**config.mk**
```make
export PLATFORM = sky130hd
export DESIGN_NAME = seq_alu_flat
export DESIGN_NICKNAME = d
export VERILOG_FILES = /design/src/rtl/seq_alu_if.sv /design/src/rtl/seq_alu.sv /design/src/flat_wrapper.sv
export SDC_FILE = /design/constraint.sdc
export NUM_CORES = 1
export LEC_CHECK = 0
export ABC_CLOCK_PERIOD_IN_PS = 4100
export CORE_MARGIN = 10
export CORE_UTILIZATION = 55
export CTS_CLUSTER_DIAMETER = 80
export DETAILED_ROUTE_END_ITERATION = 10
export HOLD_SLACK_MARGIN = 0.15
export PLACE_DENSITY = 0.73
export SLEW_MARGIN = 20
export SYNTH_ARGS = -nofsm -noshare
export SYNTH_HDL_FRONTEND = slang
export SYNTH_SLANG_ARGS = --single-unit
```
**constraint.sdc**
```tcl
create_clock -name CLK -period 4.1 [get_ports CLK]
set_input_delay 0.82 -clock CLK [delete_from_list [all_inputs] [get_ports CLK]]
set_output_delay 0.82 -clock CLK [all_outputs]
set_load 0.03 [all_outputs]
```
**src/rtl/seq_alu_if.sv**
```systemverilog
// Request/result bundle between the register file and the multi-cycle ALU stage.
// The slave side is the ALU; fsm_state exposes the controller state for observation.
interface seq_alu_if #(parameter int W = 16);
    logic         START;
    logic [2:0]   OP;
    logic [2:0]   DST;
    logic [W-1:0] a_q;
    logic [W-1:0] b0_q;
    logic         BUSY;
    logic         DONE;
    logic [W-1:0] s_bus;
    logic [7:0]   SR;
    logic         FLAG_Z;
    logic         FLAG_N;
    logic         FLAG_C;
    logic [1:0]   fsm_state;

    // START is a request, not a valid/ready handshake: it is sampled only
    // while the stage is idle (BUSY=0). A START seen while BUSY=1 is dropped,
    // never queued. DONE pulses for exactly one cycle in the WB state.
    modport master (
        output START, OP, DST, a_q, b0_q,
        input  BUSY, DONE, s_bus, SR, FLAG_Z, FLAG_N, FLAG_C, fsm_state
    );
    modport slave (
        input  START, OP, DST, a_q, b0_q,
        output BUSY, DONE, s_bus, SR, FLAG_Z, FLAG_N, FLAG_C, fsm_state
    );
endinterface

```
**src/rtl/seq_alu.sv**
```systemverilog
// Multi-cycle ALU stage: single-cycle logic/arith ops, iterative shifts and a
// shift-add multiplier, writing back through s_bus with a one-hot SR strobe.
module seq_alu #(
    parameter int W = 16
) (
    input  logic     CLK,
    input  logic     CLR,
    seq_alu_if.slave bus
);
    localparam int CW = $clog2(W);

    localparam logic [1:0] IDLE = 2'd0;
    localparam logic [1:0] RUN  = 2'd1;
    localparam logic [1:0] WB   = 2'd2;

    localparam logic [2:0] OP_ADD = 3'b000;
    localparam logic [2:0] OP_SUB = 3'b001;
    localparam logic [2:0] OP_AND = 3'b010;
    localparam logic [2:0] OP_OR  = 3'b011;
    localparam logic [2:0] OP_XOR = 3'b100;
    localparam logic [2:0] OP_SHL = 3'b101;
    localparam logic [2:0] OP_SHR = 3'b110;
    localparam logic [2:0] OP_MUL = 3'b111;

    logic [1:0]     state;
    logic [2:0]     op_r;
    logic [2:0]     dst_r;
    logic [W-1:0]   a_r;      // operand A, doubles as the shift working value
    logic [W-1:0]   b_r;      // operand B, shifted right as the multiplier
    logic [2*W-1:0] mcand;
    logic [2*W-1:0] acc;
    logic [CW-1:0]  cnt;
    logic           sh_c;
    logic [W-1:0]   s_bus_r;
    logic           z_r, n_r, c_r;

    logic [2*W-1:0] acc_sum;
    logic [W-1:0]   fin_res;
    logic           fin_c;
    logic           to_wb;

    // Result and carry that would be written if this RUN cycle is the last one.
    always_comb begin
        acc_sum = acc + (b_r[0] ? mcand : '0);
        fin_res = '0;
        fin_c   = 1'b0;
        to_wb   = 1'b1;
        case (op_r)
            OP_ADD: {fin_c, fin_res} = {1'b0, a_r} + {1'b0, b_r};
            OP_SUB: {fin_c, fin_res} = {1'b0, a_r} - {1'b0, b_r};
            OP_AND: fin_res = a_r & b_r;
            OP_OR:  fin_res = a_r | b_r;
            OP_XOR: fin_res = a_r ^ b_r;
            OP_SHL, OP_SHR: begin
                to_wb   = (cnt == '0);
                fin_res = a_r;
                fin_c   = sh_c;
            end
            OP_MUL: begin
                to_wb   = (cnt == '0);
                fin_res = acc_sum[W-1:0];
                fin_c   = |acc_sum[2*W-1:W];
            end
            default: ;
        endcase
    end

    always_ff @(posedge CLK) begin
        if (CLR) begin
            state   <= IDLE;
            op_r    <= '0;
            dst_r   <= '0;
            a_r     <= '0;
            b_r     <= '0;
            mcand   <= '0;
            acc     <= '0;
            cnt     <= '0;
            sh_c    <= 1'b0;
            s_bus_r <= '0;
            z_r     <= 1'b0;
            n_r     <= 1'b0;
            c_r     <= 1'b0;
        end else begin
            case (state)
                IDLE: begin
                    if (bus.START) begin
                        op_r  <= bus.OP;
                        dst_r <= bus.DST;
                        a_r   <= bus.a_q;
                        b_r   <= bus.b0_q;
                        mcand <= {{W{1'b0}}, bus.a_q};
                        acc   <= '0;
                        sh_c  <= 1'b0;
                        cnt   <= (bus.OP == OP_MUL) ? CW'(W - 1) : bus.b0_q[CW-1:0];
                        state <= RUN;
                    end
                end
                RUN: begin
                    if (to_wb) begin
                        s_bus_r <= fin_res;
                        z_r     <= (fin_res == '0);
                        n_r     <= fin_res[W-1];
                        c_r     <= fin_c;
                        state   <= WB;
                    end else begin
                        cnt <= cnt - 1'b1;
                        case (op_r)
                            OP_SHL: begin
                                a_r  <= a_r << 1;
                                sh_c <= a_r[W-1];
                            end
                            OP_SHR: begin
                                a_r  <= a_r >> 1;
                                sh_c <= a_r[0];
                            end
                            default: begin
                                acc   <= acc_sum;
                                mcand <= mcand << 1;
                                b_r   <= b_r >> 1;
                            end
                        endcase
                    end
                end
                default: state <= IDLE;
            endcase
        end
    end

    assign bus.BUSY      = (state != IDLE);
    assign bus.DONE      = (state == WB);
    assign bus.SR        = (state == WB) ? (8'b1 << dst_r) : 8'b0;
    assign bus.s_bus     = s_bus_r;
    assign bus.FLAG_Z    = z_r;
    assign bus.FLAG_N    = n_r;
    assign bus.FLAG_C    = c_r;
    assign bus.fsm_state = state;
endmodule

```
**src/flat_wrapper.sv**
```systemverilog
// flat-port wrapper written by rule: the top's interface ports become plain ports
module seq_alu_flat 
#(
    parameter int W = 16
)
  (CLK, CLR, bus_START, bus_OP, bus_DST, bus_a_q, bus_b0_q, bus_BUSY, bus_DONE, bus_s_bus, bus_SR, bus_FLAG_Z, bus_FLAG_N, bus_FLAG_C, bus_fsm_state);
  seq_alu_if #(.W(W)) bus_i ();
  input  logic CLK;
  input  logic CLR;
  input wire logic [$bits(bus_i.START)-1:0] bus_START;
  input wire logic [$bits(bus_i.OP)-1:0] bus_OP;
  input wire logic [$bits(bus_i.DST)-1:0] bus_DST;
  input wire logic [$bits(bus_i.a_q)-1:0] bus_a_q;
  input wire logic [$bits(bus_i.b0_q)-1:0] bus_b0_q;
  output wire logic [$bits(bus_i.BUSY)-1:0] bus_BUSY;
  output wire logic [$bits(bus_i.DONE)-1:0] bus_DONE;
  output wire logic [$bits(bus_i.s_bus)-1:0] bus_s_bus;
  output wire logic [$bits(bus_i.SR)-1:0] bus_SR;
  output wire logic [$bits(bus_i.FLAG_Z)-1:0] bus_FLAG_Z;
  output wire logic [$bits(bus_i.FLAG_N)-1:0] bus_FLAG_N;
  output wire logic [$bits(bus_i.FLAG_C)-1:0] bus_FLAG_C;
  output wire logic [$bits(bus_i.fsm_state)-1:0] bus_fsm_state;
  assign bus_i.START = bus_START;
  assign bus_i.OP = bus_OP;
  assign bus_i.DST = bus_DST;
  assign bus_i.a_q = bus_a_q;
  assign bus_i.b0_q = bus_b0_q;
  assign bus_BUSY = bus_i.BUSY;
  assign bus_DONE = bus_i.DONE;
  assign bus_s_bus = bus_i.s_bus;
  assign bus_SR = bus_i.SR;
  assign bus_FLAG_Z = bus_i.FLAG_Z;
  assign bus_FLAG_N = bus_i.FLAG_N;
  assign bus_FLAG_C = bus_i.FLAG_C;
  assign bus_fsm_state = bus_i.fsm_state;
  seq_alu #(.W(W)) u_core (.CLK(CLK), .CLR(CLR), .bus(bus_i));
endmodule
```
# After elaboration in Yosys (flattened, before gate mapping)
# Cells that the tools add are included.
# word_totals
elab_cells	83
n_memories	0
input_bits	41
romBits	0
regBits	128
out_inout_bits	31
latch_bits	0
ram_bits	0
# classes
div	0
muxes	32
magnitude_cmp	0
n_reduce_logical	15
multipliers	0
addsub	4
shifts	1
bitwise	3
n_eq_ne	15
# ops
op	n
$mux W32	7
$pmux W32 S2	2
$pmux W16 S7	1
$pmux W16 S2	3
$mux W16	5
$add A32 B32 Y32	1
$add A16 B16 Y17	1
$sub A16 B16 Y17	1
$and A16 B16 Y16	1
$logic_not A16 Y1	1
$or A16 B16 Y16	1
$reduce_or A16 Y1	1
$xor A16 B16 Y16	1
$eq A3 B3 Y1 const B	5
$mux W4	3
$mux W8	1
$pmux W4 S2	1
$reduce_and A4 Y1	2
$shl A1 B3 Y8 const A	1
$eq A3 B2 Y1 const B	2
$ne A2 B2 Y1 const B	3
$reduce_and A2 Y1	3
$logic_not A4 Y1	1
$mux W2	2
16 further kinds	20

# Longest topological paths before layout
# Gate-level depths: netlist of run 1.
# logic_depth
ltp_word	5
depth_mapped	14
depth_no_buf	14

# Worst setup path after synthesis of run 1
# No wires, ideal clock.
# synth_path
kind	register to register
start	register u_core.b_r[0]
end	register u_core.c_r (netlist: u_core.bus.FLAG_C)
arrival_time_ns	3.465
slack_ns	0.513
path_buffers	1
period_less_slack_ns	3.587
setup_time_ns	0.122
stages_incl_launch_ff	15
t_required_ns	3.978
cell_sequence	dfxtp_1 clkbuf_1 and2_1 ha_1 fa_1 a21o_1 a221oi_4 a211oi_1 o21ai_1 a21oi_1 xor2_1 or4_1 nor4_2 nand4b_1 o311a_1
# synth_between
elab_chain_cells	4
elab_cells_between_ends	6
classes_between	add/sub: 3; mux: 2; reduce/logical: 1
# synth_lines
item	line	rtl
from (decl)	seq_alu.sv:29	logic [W-1:0] b_r;
from (signal assigned)	seq_alu.sv:90	b_r <= bus.b0_q;
from (signal assigned)	seq_alu.sv:119	b_r <= b_r >> 1;
$mux W32	seq_alu.sv:44	acc_sum = acc + (b_r[0] ? mcand : '0);
$add A32 B32 Y32	seq_alu.sv:44	
$reduce_or A16 Y1	seq_alu.sv:62	fin_c = |acc_sum[2*W-1:W];
$pmux W1 S4 (*)	seq_alu.sv:48	case (op_r)
to (signal assigned)	seq_alu.sv:103	c_r <= fin_c;
to (decl)	seq_alu.sv:35	logic z_r, n_r, c_r;
# Every way passes the cells marked *; elsewhere a longest branch is shown, timed or not.
# A chain may end at the register's enable or synchronous reset.

# Worst setup path in the final report of run 1
# Same ends and word-level chain as after synthesis.

==> impl_metrics.tcl, run 1 <==
set metrics [dict create \
    r2r_start "u_core.b_r[0]" \
    worst_hold_path_endpoint "u_core.bus.s_bus[12]" \
    design.die.area_sq_mm 0.0233 \
    final_nets 1459 \
    ys_ff_latch 127 \
    gr-usage-all-layers_pct 26.3 \
    power.density_mw_per_mm2 348 \
    cp-end-kind "flip-flop" \
    peakVddDrop_mv 0.311 \
    postRouteWirelength_mm 31.9 \
    antenna_cells_inserted 0 \
    time_the_final_worst_path_needs_with_i_o_delays_and_setup_ns 3.83 \
    die-width_um 153 \
    dpl-instance-area_sq_mm 0.0107 \
    report.final.setup_viol 0 \
    required_ns 4.42 \
    yosysSeqAreaShare_pct 26.3 \
    grt_setup_unrepaired "no" \
    maxClockFrequency_mhz 261 \
    fillCellCount 1549 \
    power_frac_comb_pct 26.0 \
    timing.critical_path.from_type "flip-flop" \
    layout-drive-gt1-share_pct 6.53 \
    antenna_left 0 \
    timing.final.ws_setup_ns 0.275 \
    timing.final.crit_share_pct 93.3 \
    first_global_vias 9218 \
    core_area_sq_mm 0.0172 \
    post-dp-hpwl_mm 23.8 \
    synth_compound_gate_area_share_pct 29.5 \
    fin_worst_skew_ns 0.00945 \
    finalHoldViolCount 0 \
    tightestPinTransition_ns 0.820 \
    drt_drc_violations_left 0 \
    p_sw_share_pct 35.3 \
    ys_types 78 \
    worstPathArrival_ns 4.15 \
    share_of_cell_area_taken_by_muxes_after_synthesis_pct 1.04 \
    synth.yosys.warnings 0 \
    rr_endpoint "u_core.bus.FLAG_C" \
    design_area_sq_mm 0.0112 \
    syn-cell-area_sq_mm 0.00967 \
    regToRegSetupSlack_ns 0.27 \
    grt_max_degree 58 \
    worstSetupPathType "reg2reg" \
    holdBufCountCts 0 \
    grt_first_pass_wirelength_mm 50.6 \
    yosys.area_share.simple_pct 22.7 \
    cts_buffers 17 \
    via_count 9961 \
    edff_count_synth 0 \
    clock_tree.root_cell "clkbuf_16" \
    gp_congestion 0.943 \
    clkTransAtPathRegs_ns 0.07 \
    h-tree-depth 4 \
    worst_hold_path_startpoint "u_core.bus.s_bus[12]" \
    synth_ff_type "dfxtp_1" \
    cts_tree "done" \
    initial_antenna_violation_count 0 \
    post_cts.repair.setup_buffers 0 \
    dp_worst_setup_slack_ns 0.330 \
    port_buffers 71 \
    cts_max_path_buffers 2 \
    cp_max_fo 5 \
    syn-mean-instance-area_sq_um 7.44 \
    drv.max_cap_violation_count 0 \
    floorplan.initialDensity_pct 56.1 \
    clk_latency_ns 0.43 \
    hold_crit_depth 2 \
    dr.pass1.iters 5 \
    asyncSetResetFlopFracSynth_pct 0 \
    power.leakage_nw 4.40 \
    internal_power_w 0.00253 \
    cts_resized 0 \
    pin_count 72 \
    detail_route.iter0.violations 917 \
    setup-tns-final_ns 0 \
    run_status "finished clean" \
    slew_headroom_pct 45.1 \
    globalRouteOverflowTotal 0 \
    synthesis_to_finish_area_growth_pct 16.1 \
    min-delay-path-class "reg2reg" \
    avgViaCountPerCell 6.33 \
    post_synthesis_net_count 1423 \
    synth_top_family_by_area "compound AO/OA/AOI/OAI gates" \
    wire_per_inst_um 20.3 \
    timing.final.max_slew_violations 0 \
    clock_power_share_pct 38.9 \
    row_count 48 \
    p_sw_w 0.00138 \
    power_frac_seq_pct 35.1 \
    clock_sink_count 127 \
    die-height_um 153 \
    synth-adder-area-share_pct 11.0 \
    finish.utilization_pct 65.1 \
    worst-r2r-cell-count 13 \
    yosys.area_share.xor_xnor_pct 3.26 \
    synthesis.instances 1299 \
]
-- synth_stat cells, types with 3 or more instances --
cell type  number  area, sq um
a2111oi_0       4         35.0
a211oi_1       22          165
a21boi_0        3         22.5
a21o_1         13         97.6
a21oi_1       103          515
a221oi_1       10         87.6
a222oi_1       14          140
a22o_1          4         35.0
a22oi_1        45          338
a311oi_1       19          166
a31oi_1         5         31.3
a32oi_1         3         26.3
and2_1         38          238
and3_1          7         43.8
and4_1          3         26.3
buf_1           9         33.8
buf_2           4         20.0
clkbuf_1       77          289
dfxtp_1       127         2540
fa_1            3         60.1
ha_1           80         1000
inv_1          65          244
mux2i_1        10          100
nand2_1       154          578
nand2b_1       11         68.8
nand3_1        27          135
nand4_1        12         75.1
nor2_1        164          616
nor2b_1        12         75.1
nor3_1         30          150
nor4_1          7         43.8
nor4b_1         3         26.3
o2111ai_1       3         26.3
o211ai_1       39          293
o21a_1          9         67.6
o21ai_0        42          210
o21ai_1         5         25.0
o21bai_1        3         22.5
o221ai_1       10         87.6
o22ai_1         3         18.8
o31ai_1         9         67.6
o41ai_1         3         26.3
or3_1           6         37.5
xnor2_1        21          184
xor2_1         15          131
-- sequential cells by signal (all words and copies together), names as in the netlist --
register              count
u_core.bus.fsm_state      2
u_core.a_r               16
u_core.cnt                4
u_core.acc               32
u_core.dst_r              3
u_core.bus.FLAG_Z         1
u_core.b_r               16
u_core.mcand             32
u_core.bus.FLAG_C         1
u_core.bus.s_bus         16
u_core.op_r               3
u_core.sh_c               1
-- power groups by stage --
stage                     clock network (W)  logic [W]  registers (W)
after floorplan                           0   0.000646        0.00140
after global placement                    0   0.000984        0.00139
final                               0.00152    0.00101        0.00137
after CTS                           0.00152   0.000995        0.00137
after detailed placement                  0   0.000991        0.00140
after global routing                0.00157    0.00111        0.00138
-- stage by stage --
stage / hold slack, ns / power [W] / instances
6_report: 0.452 / 0.00390 / 1573
5_1_grt: 0.479 / 0.00406 / 1573
4_1_cts: 0.452 / 0.00388 / 1573
3_5_place_dp: 0.443 / 0.00239 / 1541
3_3_place_gp: 0.446 / 0.00238 / 1541
2_1_floorplan: 0.436 / 0.00204 / 1299
-- cells in the final DEF (no fill, tap or decap), types with 13 or more instances in the layout --
cell | Yosys | final
nor2_1 | 164 | 163
nand2_1 | 154 | 154
dfxtp_1 | 127 | 127
a21oi_1 | 103 | 103
ha_1 | 80 | 80
clkdlybuf4s50_1 | 0 | 70
inv_1 | 65 | 65
a22oi_1 | 45 | 45
o21ai_0 | 42 | 42
o211ai_1 | 39 | 39
and2_1 | 38 | 38
buf_4 | 1 | 36
nor3_1 | 30 | 30
nand3_1 | 27 | 27
a211oi_1 | 22 | 22
xnor2_1 | 21 | 21
a311oi_1 | 19 | 19
clkbuf_16 | 0 | 17
xor2_1 | 15 | 15
a222oi_1 | 14 | 14
a21o_1 | 13 | 13
-- metal layers --
metal,vias up,part of all wire (%),global-route usage [%]
met1,4701,46,35.7
met3,67,8.2,6.77
met4,0,3.1,10.4
met2,399,42,38.7
met5,-,0,0
li1,4794,-,-
-- critical path: stages, from the launching register on --
cell	delay [ns]
dfxtp_1	0.35
and2_1	0.16
ha_1	0.23
fa_1	0.45
a21o_1	0.22
a221oi_4	0.29
a211oi_1	0.16
o21ai_1	0.25
a21oi_1	0.18
xor2_1	0.20
or4_1	0.51
nor4_2	0.26
nand4b_1	0.12
o311a_1	0.33
-- how the worst max path moves through the flow --
stage,startpoint,to,slack (ns),cells after the start
4_1_cts,u_core.b_r[0],u_core.bus.FLAG_C,0.31,13
5_1_grt,u_core.b_r[0],u_core.bus.FLAG_C,0.09,13
3_3_place_gp,u_core.b_r[0],u_core.bus.FLAG_C,0.41,13
3_5_place_dp,u_core.b_r[0],u_core.bus.FLAG_C,0.33,13
6_report,u_core.b_r[0],u_core.bus.FLAG_C,0.27,13
2_1_floorplan,u_core.b_r[0],u_core.bus.FLAG_C,0.51,14
-- cell type report --
| type | instances | area, sq um | area share (%) |
|---|---|---|---|
| sequential | 127 | 2540 | 22.6 |
| timing repair buffer | 109 | 1030 | 9.18 |
| clock inverter | 15 | 148 | 1.32 |
| multi-input combinational | 1015 | 6560 | 58.4 |
| tap | 225 | 282 | 2.51 |
| clock buffer | 17 | 425 | 3.79 |
| inverter | 65 | 244 | 2.17 |
-- kinds of logic after synthesis --
kind of cell,count (synthesis)
AND/OR/NAND/NOR,483
adder cells (fa/ha/maj),83
flip-flops,127
buffers and inverters,157
multiplexers,10
XOR/XNOR,36
AO/OA/AOI/OAI,403
Power figures use the tool's default switching activity.
==> inputs of run 2 (changes only) <==
--- a/config.mk
+++ b/config.mk
@@ -6,12 +6,14 @@
 export NUM_CORES = 1
 export LEC_CHECK = 0
 export ABC_CLOCK_PERIOD_IN_PS = 4100
+export CELL_PAD_IN_SITES_DETAIL_PLACEMENT = 0
+export CELL_PAD_IN_SITES_GLOBAL_PLACEMENT = 1
 export CORE_MARGIN = 10
-export CORE_UTILIZATION = 55
+export CORE_UTILIZATION = 44
 export CTS_CLUSTER_DIAMETER = 80
 export DETAILED_ROUTE_END_ITERATION = 10
 export HOLD_SLACK_MARGIN = 0.15
-export PLACE_DENSITY = 0.73
+export PLACE_DENSITY = 0.78
 export SLEW_MARGIN = 20
 export SYNTH_ARGS = -nofsm -noshare
 export SYNTH_HDL_FRONTEND = slang
==> impl_metrics.tcl, run 2 (same netlist as run 1, synthesis figures left out) <==
set metrics [dict create \
    worst_path_largest_cell_delay_ns 0.52 \
    cpMostUsedCell "a21oi_1" \
    peakVddDrop_mv 0.292 \
    timing.final.crit_share_pct 94.0 \
    time_the_final_worst_path_needs_with_i_o_delays_and_setup_ns 3.85 \
    power.density_mw_per_mm2 364 \
    first_global_vias 9343 \
    biggestRegsByFlops "u_core.acc (32), u_core.mcand (32)" \
    clk_latency_ns 0.43 \
    timing.critical_path.from_type "flip-flop" \
    timing.critical_path.cells "buf_12, and2_1, ha_1, a21oi_1, a21bo_2, a211oi_1, o21ai_1, a21oi_1, xor2_1, or4_1, nor4_2, nand4b_1, o311a_1" \
    final_cell_mix "162 x nor2_1, 154 x nand2_1, 127 x dfxtp_1, 103 x a21oi_1, 80 x ha_1" \
    design.die.area_sq_mm 0.0283 \
    gp_congestion 0.969 \
    worstSetupPathType "reg2reg" \
    cp-end-kind "flip-flop" \
    clkTransAtPathRegs_ns 0.07 \
    run_status "finished clean" \
    timing.final.max_slew_violations 0 \
    core_area_sq_mm 0.0217 \
    slew_headroom_pct 39.9 \
    initial_antenna_violation_count 0 \
    globalRouteOverflowTotal 0 \
    required_ns 4.42 \
    finalHoldViolCount 0 \
    setup-tns-final_ns 0 \
    row_count 54 \
    detail_route.iter0.violations 1070 \
    tightestPinTransition_ns 0.901 \
    fin_worst_skew_ns 0.0128 \
    final_nets 1458 \
    h-tree-depth 4 \
    maxClockFrequency_mhz 260 \
    mostFrequentLayoutCell "nor2_1" \
    clock_tree.root_cell "clkbuf_16" \
    grt_max_degree 85 \
    port_buffers 71 \
    postRouteWirelength_mm 32.8 \
    floorplan.initialDensity_pct 44.6 \
    synthesis_to_finish_area_growth_pct 17.8 \
    via_count 9742 \
    finish.utilization_pct 52.5 \
    post_cts.repair.setup_buffers 0 \
    grt_setup_unrepaired "no" \
    dr.pass1.iters 6 \
    gr-usage-all-layers_pct 22.7 \
    grt_first_pass_wirelength_mm 52.3 \
    drt_drc_violations_left 0 \
    pin_count 72 \
    dp_worst_setup_slack_ns 0.340 \
    wire_per_inst_um 20.1 \
    report.final.setup_viol 0 \
    post-dp-hpwl_mm 24.7 \
    cts_tree "done" \
    cts_buffers 17 \
    antenna_cells_inserted 0 \
    clock_sink_count 127 \
    layout-drive-gt1-share_pct 6.46 \
    holdBufCountCts 0 \
    worstPathArrival_ns 4.17 \
    crit_path_top_delay_cell "or4_1" \
    power.leakage_nw 4.45 \
    min-delay-path-class "reg2reg" \
    die-height_um 168 \
    cts_max_path_buffers 2 \
    antenna_left 0 \
    cp_max_fo 30 \
    cts_resized 0 \
    avgViaCountPerCell 5.99 \
    drv.max_cap_violation_count 0 \
    timing.final.ws_setup_ns 0.247 \
    die-width_um 168 \
]
## run 2: changes by cell type in the layout (fill, tap and decap cells not counted)
cell	delta
buf_4	-1
o21ai_1	+1
inv_8	+2
clkinv_2	-1
nor2_1	-1
bufinv_16	+4
clkinvlp_4	-3
inv_6	-1
o21ai_2	-1
clkinv_4	-1
nor2_4	+1
## run 2: worst paths after layout
| path | start | endpoint | slack (ns) | cells past startpoint |
|---|---|---|---|---|
| max | u_core.b_r[0] | u_core.bus.FLAG_C | 0.25 | 13 |
| min | u_core.bus.s_bus[12] | u_core.bus.s_bus[12] | 0.46 | 2 |
| max reg2reg | u_core.b_r[0] | u_core.bus.FLAG_C | 0.25 | 13 |
| min reg2reg | u_core.bus.s_bus[12] | u_core.bus.s_bus[12] | 0.46 | 2 |
## run 2: layout make-up
type | instances | area, sq um
Clock buffer | 17 | 425
Clock inverter | 15 | 245
Fill cell | 2150 | 10300
Inverter | 65 | 244
Multi-Input combinational cell | 1015 | 6560
Sequential cell | 127 | 2540
Tap cell | 280 | 350
Timing Repair Buffer | 108 | 1020
## run 2: metrics by stage
stage	instance area (sq um)	hold slack [ns]	cells	total power, W
2_1_floorplan	9670	0.436	1299	0.00204
6_report	11400	0.458	1627	0.00415
4_1_cts	11400	0.461	1627	0.00416
3_3_place_gp	10700	0.446	1595	0.00239
3_5_place_dp	10700	0.452	1595	0.00239
5_1_grt	11400	0.477	1627	0.00433
## run 2: routing by layer
| layer | vias to the layer above | track usage, % | share of wire [%] |
|---|---|---|---|
| met3 | 48 | 5.47 | 7.9 |
| met1 | 4578 | 31.1 | 46 |
| li1 | 4793 | - | - |
| met2 | 323 | 34.4 | 44 |
| met4 | 0 | 6.43 | 2.2 |
| met5 | - | 0 | 0 |
## run 2: critical path, delay by kind of cell (launching register included)
kind / cells / cell delay, ns
buffers and inverters: 1 / 0.18
AO/OA/AOI/OAI: 6 / 1.63
flip-flops: 1 / 0.37
XOR/XNOR: 1 / 0.12
AND/OR/NAND/NOR: 4 / 1.04
adder cells (fa/ha/maj): 1 / 0.39
## run 2: power breakdown
part | switching (W) | internal (W)
clock | 0.000664 | 0.00110
sequential | 0.0000760 | 0.00130
combinational | 0.000635 | 0.000373
==> inputs of run 3 (changes only) <==
--- a/config.mk
+++ b/config.mk
@@ -14,6 +14,7 @@
 export DETAILED_ROUTE_END_ITERATION = 10
 export HOLD_SLACK_MARGIN = 0.15
 export PLACE_DENSITY = 0.78
+export SKIP_LAST_GASP = 1
 export SLEW_MARGIN = 20
 export SYNTH_ARGS = -nofsm -noshare
 export SYNTH_HDL_FRONTEND = slang
==> results of run 3 <==
Same layout as run 2: the final DEF is identical, and so are final timing and power.
